`config.mk`:
```
export PLATFORM = sky130hd
export DESIGN_NAME = lsu_align_seq
export DESIGN_NICKNAME = d
export VERILOG_FILES = /design/src/rtl/lsu_align_seq.sv
export SDC_FILE = /design/constraint.sdc
export NUM_CORES = 1
export LEC_CHECK = 0
export BUFFER_PORTS_ARGS = -buffer_cell sky130_fd_sc_hd__clkbuf_2
export CAP_MARGIN = 10
export CORE_MARGIN = 2
export CORE_UTILIZATION = 56
export CTS_BUF_LIST = sky130_fd_sc_hd__clkbuf_4 sky130_fd_sc_hd__clkbuf_8 sky130_fd_sc_hd__clkbuf_16
export DETAILED_ROUTE_END_ITERATION = 6
export PLACE_DENSITY = 0.81
export SLEW_MARGIN = 25
export SYNTH_ARGS = -nofsm -noshare
export SYNTH_HDL_FRONTEND = slang
export SYNTH_SLANG_ARGS = --single-unit
```
`constraint.sdc`:
```
create_clock -name clk -period 3.56 [get_ports clk]
set_clock_uncertainty 0.2 [all_clocks]
set_input_delay 0.178 -clock clk [delete_from_list [all_inputs] [get_ports clk]]
set_output_delay 0.178 -clock clk [all_outputs]
set_load 0.02 [all_outputs]
```
`src/rtl/lsu_align_seq.sv`:
```
// -----------------------------------------------------------------------------
// lsu_align_seq
//   Load/store sequencer placed directly in front of the data memory. It takes
//   one CPU request at a time over a valid/ready handshake. An aligned access
//   goes to the memory as a single access. A misaligned half or word access is
//   split into byte accesses (lbu/sb), because the memory cannot do that
//   itself. Load bytes are merged into one word and then sign- or
//   zero-extended. Each request gets exactly one response pulse.
//
// Ports
//   clk, rstn            clock, asynchronous active-low reset
//   req_valid/req_ready  request handshake (ready is high only in IDLE)
//   req_addr/req_wdata   byte address, right-aligned store data
//   req_memop/req_we     000 b, 001 h, 010 w, 100 bu, 101 hu; 1 = store
//   mem_addr/mem_datain  registered DataMem address / write data
//   mem_memop/mem_we     registered DataMem op / write enable
//   mem_dataout          DataMem read data, one cycle after mem_addr
//   rsp_valid            one-cycle response pulse, no backpressure
//   rsp_rdata            load result (0 for stores and errors)
//   rsp_err              request had an unsupported memop
//   rsp_split            request was executed as byte accesses
// -----------------------------------------------------------------------------
module lsu_align_seq #(
  parameter int unsigned RD_LAT = 1
) (
  input  logic        clk,
  input  logic        rstn,
  input  logic        req_valid,
  output logic        req_ready,
  input  logic [31:0] req_addr,
  input  logic [31:0] req_wdata,
  input  logic [2:0]  req_memop,
  input  logic        req_we,
  output logic [31:0] mem_addr,
  output logic [31:0] mem_datain,
  output logic [2:0]  mem_memop,
  output logic        mem_we,
  input  logic [31:0] mem_dataout,
  output logic        rsp_valid,
  output logic [31:0] rsp_rdata,
  output logic        rsp_err,
  output logic        rsp_split
);

  // The CAPT state assumes that read data returns exactly one cycle after the
  // address, so other read latencies are rejected at elaboration.
  if (RD_LAT != 1) begin : g_rd_lat_unsupported
    $error("lsu_align_seq: only RD_LAT=1 is supported");
  end

  localparam logic [2:0] OP_SB  = 3'b000;
  localparam logic [2:0] OP_LBU = 3'b100;

  typedef enum logic [1:0] {
    S_IDLE,
    S_ISSUE,
    S_CAPT,
    S_RESP
  } state_e;

  // ---------------------------------------------------------------------------
  // State and registered outputs
  // ---------------------------------------------------------------------------
  state_e      state_q,      state_d;
  logic [1:0]  idx_q,        idx_d;       // current access within a request
  logic [1:0]  last_idx_q,   last_idx_d;  // K-1
  logic [31:0] addr_q,       addr_d;
  logic [31:0] wdata_q,      wdata_d;
  logic [2:0]  memop_q,      memop_d;
  logic        we_q,         we_d;
  logic        split_q,      split_d;
  logic [31:0] merge_q,      merge_d;     // bytes collected by split loads

  logic        req_ready_q,  req_ready_d;
  logic [31:0] mem_addr_q,   mem_addr_d;
  logic [31:0] mem_datain_q, mem_datain_d;
  logic [2:0]  mem_memop_q,  mem_memop_d;
  logic        mem_we_q,     mem_we_d;
  logic        rsp_valid_q,  rsp_valid_d;
  logic [31:0] rsp_rdata_q,  rsp_rdata_d;
  logic        rsp_err_q,    rsp_err_d;
  logic        rsp_split_q,  rsp_split_d;

  // ---------------------------------------------------------------------------
  // Classification of the incoming request (only used in IDLE)
  // ---------------------------------------------------------------------------
  logic       req_err;
  logic       req_split;
  logic [1:0] req_last_idx;

  always_comb begin
    // Unsupported: size code 11, 110, or an unsigned op used as a store.
    req_err   = (req_memop[1:0] == 2'b11) ||
                (req_memop[2] && (req_memop[1] || req_we));
    // Byte ops can never be misaligned.
    req_split = ((req_memop[1:0] == 2'b01) && req_addr[0]) ||
                ((req_memop[1:0] == 2'b10) && (req_addr[1:0] != 2'b00));
    if (!req_split) begin
      req_last_idx = 2'd0;
    end else if (req_memop[1:0] == 2'b01) begin
      req_last_idx = 2'd1;
    end else begin
      req_last_idx = 2'd3;
    end
  end

  // ---------------------------------------------------------------------------
  // Load data merge and final extension
  // ---------------------------------------------------------------------------
  logic [31:0] merged;
  logic [31:0] load_result;

  always_comb begin
    // NOTE: every variable assigned in a combinational block gets a default
    // first; a path that skips an assignment would otherwise infer a latch.
    merged = merge_q;
    merged[{idx_q, 3'b000} +: 8] = mem_dataout[7:0];

    load_result = merged;
    if (!split_q) begin
      // Single aligned access: the memory has already extended the data.
      load_result = mem_dataout;
    end else if (memop_q[1:0] == 2'b01) begin
      load_result = memop_q[2] ? {16'h0000, merged[15:0]}
                               : {{16{merged[15]}}, merged[15:0]};
    end
  end

  // ---------------------------------------------------------------------------
  // Next-state and next-output logic
  // ---------------------------------------------------------------------------
  logic [1:0] idx_nxt;
  assign idx_nxt = idx_q + 2'd1;

  always_comb begin
    state_d      = state_q;
    idx_d        = idx_q;
    last_idx_d   = last_idx_q;
    addr_d       = addr_q;
    wdata_d      = wdata_q;
    memop_d      = memop_q;
    we_d         = we_q;
    split_d      = split_q;
    merge_d      = merge_q;
    mem_addr_d   = mem_addr_q;
    mem_datain_d = mem_datain_q;
    mem_memop_d  = mem_memop_q;
    mem_we_d     = 1'b0;          // write enable pulses only while issuing stores
    rsp_valid_d  = 1'b0;
    rsp_rdata_d  = rsp_rdata_q;   // result and split flag hold until next RESP
    rsp_err_d    = 1'b0;
    rsp_split_d  = rsp_split_q;

    unique case (state_q)
      S_IDLE: begin
        if (req_valid) begin
          addr_d     = req_addr;
          wdata_d    = req_wdata;
          memop_d    = req_memop;
          we_d       = req_we;
          split_d    = req_split;
          last_idx_d = req_last_idx;
          idx_d      = 2'd0;
          merge_d    = 32'h0;
          if (req_err) begin
            // No memory access at all: answer straight away.
            state_d     = S_RESP;
            rsp_valid_d = 1'b1;
            rsp_err_d   = 1'b1;
            rsp_rdata_d = 32'h0;
            rsp_split_d = 1'b0;
          end else begin
            state_d      = S_ISSUE;
            mem_addr_d   = req_addr;
            mem_datain_d = req_wdata;
            mem_memop_d  = req_split ? (req_we ? OP_SB : OP_LBU) : req_memop;
            mem_we_d     = req_we;
          end
        end
      end

      S_ISSUE: begin
        if (!we_q) begin
          // Load: address is held while the read data comes back.
          state_d = S_CAPT;
        end else if (idx_q == last_idx_q) begin
          state_d     = S_RESP;
          rsp_valid_d = 1'b1;
          rsp_rdata_d = 32'h0;
          rsp_split_d = split_q;
        end else begin
          // Next byte of a split store; only split requests get here.
          idx_d        = idx_nxt;
          mem_addr_d   = addr_q + {30'h0, idx_nxt};
          mem_datain_d = wdata_q >> {idx_nxt, 3'b000};
          mem_memop_d  = OP_SB;
          mem_we_d     = 1'b1;
        end
      end

      S_CAPT: begin
        merge_d = merged;
        if (idx_q == last_idx_q) begin
          state_d     = S_RESP;
          rsp_valid_d = 1'b1;
          rsp_rdata_d = load_result;
          rsp_split_d = split_q;
        end else begin
          state_d      = S_ISSUE;
          idx_d        = idx_nxt;
          mem_addr_d   = addr_q + {30'h0, idx_nxt};
          mem_datain_d = wdata_q >> {idx_nxt, 3'b000};
          mem_memop_d  = OP_LBU;
        end
      end

      S_RESP: begin
        state_d = S_IDLE;
      end

      default: begin
        state_d = S_IDLE;
      end
    endcase

    req_ready_d = (state_d == S_IDLE);
  end

  // ---------------------------------------------------------------------------
  // Registers. Reset is asynchronous so mem_we drops without a clock edge;
  // bytes already written by an interrupted request stay written.
  // ---------------------------------------------------------------------------
  always_ff @(posedge clk or negedge rstn) begin
    if (!rstn) begin
      state_q      <= S_IDLE;
      idx_q        <= 2'd0;
      last_idx_q   <= 2'd0;
      addr_q       <= 32'h0;
      wdata_q      <= 32'h0;
      memop_q      <= 3'b000;
      we_q         <= 1'b0;
      split_q      <= 1'b0;
      merge_q      <= 32'h0;
      req_ready_q  <= 1'b1;
      mem_addr_q   <= 32'h0;
      mem_datain_q <= 32'h0;
      mem_memop_q  <= 3'b000;
      mem_we_q     <= 1'b0;
      rsp_valid_q  <= 1'b0;
      rsp_rdata_q  <= 32'h0;
      rsp_err_q    <= 1'b0;
      rsp_split_q  <= 1'b0;
    end else begin
      // NOTE: non-blocking assignments here so every register samples the
      // pre-edge values, independent of statement order.
      state_q      <= state_d;
      idx_q        <= idx_d;
      last_idx_q   <= last_idx_d;
      addr_q       <= addr_d;
      wdata_q      <= wdata_d;
      memop_q      <= memop_d;
      we_q         <= we_d;
      split_q      <= split_d;
      merge_q      <= merge_d;
      req_ready_q  <= req_ready_d;
      mem_addr_q   <= mem_addr_d;
      mem_datain_q <= mem_datain_d;
      mem_memop_q  <= mem_memop_d;
      mem_we_q     <= mem_we_d;
      rsp_valid_q  <= rsp_valid_d;
      rsp_rdata_q  <= rsp_rdata_d;
      rsp_err_q    <= rsp_err_d;
      rsp_split_q  <= rsp_split_d;
    end
  end

  assign req_ready  = req_ready_q;
  assign mem_addr   = mem_addr_q;
  assign mem_datain = mem_datain_q;
  assign mem_memop  = mem_memop_q;
  assign mem_we     = mem_we_q;
  assign rsp_valid  = rsp_valid_q;
  assign rsp_rdata  = rsp_rdata_q;
  assign rsp_err    = rsp_err_q;
  assign rsp_split  = rsp_split_q;

endmodule
```
After elaboration in Yosys (flattened, before gate mapping)
Index checks and enable logic that the tools add are counted.

Flip-flop bits (word level): 211. Bits of input ports: 103. Output and inout bits: 104. Logic and storage cells: 116.

Add/sub/neg operators: 3. Equal/unequal tests: 16. Shift-type cells: 3. Muxes and demuxes: 58. Reduce and logical (&&, ||, !) cells: 18.

Operators by type and width (number): $mux 32 (17); $pmux 32 s3 (3); $pmux 32 s2 (1); $add 32x2->32 (1); $bwmux 32 (1); $shift 8x7->32 const A (1); $shiftx 8x7->32 (1); $shr 32x5->32 (1); $mux 3 (7); $mux 2 (10); $ne 2x2->1 const B (8); $mux 1 (13); $reduce_and 6->1 (2); $pmux 3 s3 (1); $eq 2x2->1 const B (4); $pmux 2 s4 (1); $reduce_and 4->1 (2); $neg 5->7 (1); $eq 2x1->1 const B (3); $pmux 1 s3 (2); $pmux 2 s3 (1); $logic_not 2->1 (2); $reduce_and 2->1 (2); $reduce_bool 2->1 (2); other kinds (7) (11).

Depth between registers and ports, before layout
Depth in word-level cells: 8. Depth in mapped cells: 10.

Least setup slack after synthesis
Ideal clock, no wire load.

Path type: reg2reg. Start: reg idx_q[0]. End: reg mem_addr_q[18] (netlist: mem_addr[18]). Arrival time: 2.310 ns. Required time: 3.237 ns. Slack: 0.928 ns. Stages on the path, launching flop included: 10. Buffers on the path: 1. Period minus slack after synthesis: 2.632 ns. Cell sequence: dfrtp_1 -> buf_2 -> inv_1 -> ha_1 -> fa_1 -> nand4_1 -> nor4_4 -> nand4_1 -> xnor2_1 -> o221a_1.

Cells in the longest elaborated chain, start to end: 5. Elaborated cells on any way between the ends: 6. Classes of those cells: add/sub: 2; eq/ne: 1; mux: 3.

RTL lines: start: declaration (line 65) `logic [1:0] idx_q, idx_d;`; start signal: assignment (line 257) `idx_q <= idx_d;`; $add 2x1->2 (line 133) `assign idx_nxt = idx_q + 2'd1;`; $add 32x2->32 (line 194, 211); $mux 32 (*) (line 186, 203); $mux 32 (line 183) `if (!we_q) begin`; $pmux 32 s3 (*) (line 154) `unique case (state_q)`; end signal: assignment (line 266) `mem_addr_q <= mem_addr_d;`; end: declaration (line 75) `logic [31:0] mem_addr_q, mem_addr_d;`.

Every way passes the cells marked *; elsewhere a longest branch is shown, timed or not. The select of a mux whose other input is x is not followed. A chain may end at the register's enable or synchronous reset.

Worst setup path after layout
Start: reg state_q[0]. End: reg mem_addr_q[6] (netlist: mem_addr[6]).

Cells in the longest elaborated chain, start to end: 3. Elaborated cells on any way between the ends: 9. Classes of those cells: eq/ne: 5; mux: 1; reduce/logical: 3.

RTL lines: start: declaration (line 64) `state_e state_q, state_d;`; start signal: assignment (line 256) `state_q <= state_d;`; $eq 2x1->1, or another cell as far along (line 154); $ne 2x2->1 (no line) / $reduce_bool 3->1 (equally long branches); $reduce_and 4->1 (no line).

Several ways; a longest one is shown, not always the timed one.

==> reports/qor.csv <==
stage;metric;value;unit
run_status;status;completed;
setup_path;worst setup path category;flip-flop to flip-flop;
placement;PortBufs;206;
clocking;clk sink count;210;
floorplan;Initial Utilization;0.567;
global_route;first-pass GRT wire length;49400;um
detailed_routing;Avg WL per Cell;20.0;um
finish;Total Nets Final;1403;
global_route;vias in the first global route;9496;
finish;n_diodes;0;
sta;Fmax;0.344;GHz
yosys;synthesized area;10600;um^2
yosys;most common cell in the netlist;dfrtp_1;
detailed_routing;Iteration-0 DRC Markers;873;
setup_path;Critical Path RT;3.75;ns
yosys;xor-xnor portion of the synthesized cell area;0.0257;
power_and_ir_drop;VDD IR max;715;uV
finish;share of cells above drive strength 1;0.294;
sta;final period utilization;0.816;
yosys;ys flop type;dfrtp_1;
clocking;Post-CTS Setup Bufs;0;
placement;HPWL Detailed;19100;um
yosys;syn nets;1117;
clocking;clk root buf;clkbuf_16;
yosys;Yosys cell types;64;
global_route;total global routing overflow;0;
global_route;initial antenna violation count;0;
finish;Finished Cell Area;13600;um^2
sta;RSZ-0062 raised after global routing;false;
placement;RD Place Congestion;0.870;
floorplan;die area;20000;um^2
sta;post-layout minimum cycle time;2.90;ns
yosys;gate count of the mapped netlist;1002;
floorplan;Die X;141;um
finish;Final Util;0.729;
setup_path;crit end category;flip-flop;
clocking;hold_buf cts;103;
detailed_routing;Remaining DRCs;0;
clocking;Post-CTS Resized;0;
sta;setup total negative slack;0;ns
yosys;syn_area_per_cell;10.6;um^2
detailed_routing;DR vias;9218;
clocking;TritonCTS clock tree;built;
yosys;asr flop ratio synth;1.00;
yosys;Synth Area in Adders;0.0149;
detailed_routing;remaining antenna violation count;0;
yosys;most frequent cells after synthesis;dfrtp_1 (209), nand2_1 (144), mux2_2 (78), o21ai_1 (66), nor2_1 (48);
finish;synth-to-layout area growth;28.6;%
setup_path;worst-path maximum fanout;30;
yosys;synthesis-stage register bit count;210;
yosys;top post-synthesis cells by area;dfrtp_1 (49%), mux2_2 (8.3%), nand2_1 (5.1%), mux2i_1 (3.9%), o21ai_1 (3.1%);
sta;final slew viol count;0;
sta;hold_ws;0.0323;ns
floorplan;I/O pins;207;
placement;Placement Cell Area;11800;um^2
run;Max Cap Violations;0;
floorplan;row cnt;50;
yosys;Synth Warn #;0;
finish;FILL cells;1260;
clocking;H-tree levels;1;
yosys;simple-gate share of the synthesized area;0.145;
floorplan;die height;141;um
clocking;Clock transition at path regs;0.06;ns
sta;Slew HR;0.498;
yosys;top-area cell type share of the netlist area;0.494;
worst_hold_path;type of the worst min-delay path;input port to async pin;
yosys;register area share after synthesis;0.497;
sta;final hold violations;0;
detailed_routing;vias per cell;5.99;
floorplan;Core Area;18600;um^2
setup_path;crit path launch type;flip-flop;
sta;Least-Margin Pin Slew;0.754;ns
sta;final setup vio count;0;
yosys;area leader, netlist;dfrtp_1;
setup_path;Arr. time, crit path;3.10;ns
detailed_routing;routed wire length;30700;um
yosys;main combinational cell family by area after synthesis;compound AO/OA/AOI/OAI gates;
global_route;largest net degree at the start of global routing;76;
power_and_ir_drop;pwr/cell area;1050;nW/um^2
yosys;EDFF count, synth;0;
detailed_routing;Pre-Repair DR Iteration Count;5;
yosys;Synth Area in Compound Gates;0.160;
clocking;CTS buffer count;23;
clocking;clk_lat worst skew;0.51;ns
power_and_ir_drop;Pleak;6.26;nW
yosys;post-synthesis mux area share;0.122;
global_route;gr usage total;0.307;
clocking;CTS Buffer Depth;3;
==> per-stage QoR <==
stage / std cells / power (W) / setup WS, ns
floorplan: 1002 / 0.00947 / 0.928
global placement: 1394 / 0.0112 / 0.760
detailed placement: 1394 / 0.0114 / 0.705
CTS: 1538 / 0.0141 / 0.701
global route: 1538 / 0.0151 / 0.466
finish: 1538 / 0.0142 / 0.657
==> power by group <==
part | leakage (nW) | internal, W | switching, W
clock | 0.403 | 0.00155 | 0.000972
sequential | 2.65 | 0.00348 | 0.000860
combinational | 3.21 | 0.00279 | 0.00457
==> cell usage in the layout, fill, tap and decap left out, drive strengths merged, types with 19 or more instances in the layout <==
cell / n
mux2i: 41
a31oi: 24
nand2: 145
dfrtp: 209
mux2: 78
nor2b: 22
nand2b: 19
a22o: 25
o21ai: 95
a22oi: 22
dlygate4sd3: 103
a21oi: 23
buf: 20
clkbuf: 238
nor2: 48
==> worst paths after layout <==
check / to / slack, ns / depth (start not counted) / start
hold reg to reg: rsp_rdata[26] / 0.28 / 2 / rsp_rdata[26]
setup reg to reg: mem_addr[6] / 0.66 / 7 / state_q[0]
hold / removal: rsp_rdata[11] / 0.03 / 2 / rstn
max in group asynchronous: req_ready / 2.21 / 3 / rstn
min in group clk: addr_q[20] / 0.25 / 3 / req_addr[20]
setup / recovery: mem_addr[6] / 0.66 / 7 / state_q[0]
==> sequential cells by signal, indices dropped and copies added (netlist names), 2 cells and up <==
signal,count
wdata_q,32
merge_q,32
last_idx_q,2
addr_q,32
mem_addr,32
mem_datain,32
state_q,2
mem_memop,3
rsp_rdata,32
memop_q,3
idx_q,2
==> metal layers <==
metal,part of all wire,GRT usage
met4,0.035,0.107
met1,0.39,0.386
met2,0.50,0.539
met3,0.073,0.0499
met5,0,0
==> layout make-up <==
cell class | count | area [um^2] | area share
flip-flops and latches | 210 | 5260 | 0.387
multi-input cells | 713 | 4950 | 0.364
repair buffers | 329 | 2250 | 0.165
clock buffers | 32 | 681 | 0.0501
well taps | 234 | 293 | 0.0215
clock inverters | 9 | 126 | 0.00929
inverters | 11 | 41.3 | 0.00304
==> cells by family after synthesis <==
family | Yosys count
AND/OR/NAND/NOR | 307
AO/OA/AOI/OAI | 244
flip-flops | 210
multiplexers | 119
buffers and inverters | 79
XOR/XNOR | 31
adder cells (fa/ha/maj) | 12
==> worst max-delay path, stage by stage, from the launching register on <==
cell      delay, ns
dfrtp_1        0.42
inv_1          0.13
ha_2           0.33
nor3b_2        0.57
a211o_4        0.46
buf_4          0.40
a211oi_2       0.06
a21o_1         0.20
Power figures use the tool's default switching activity.
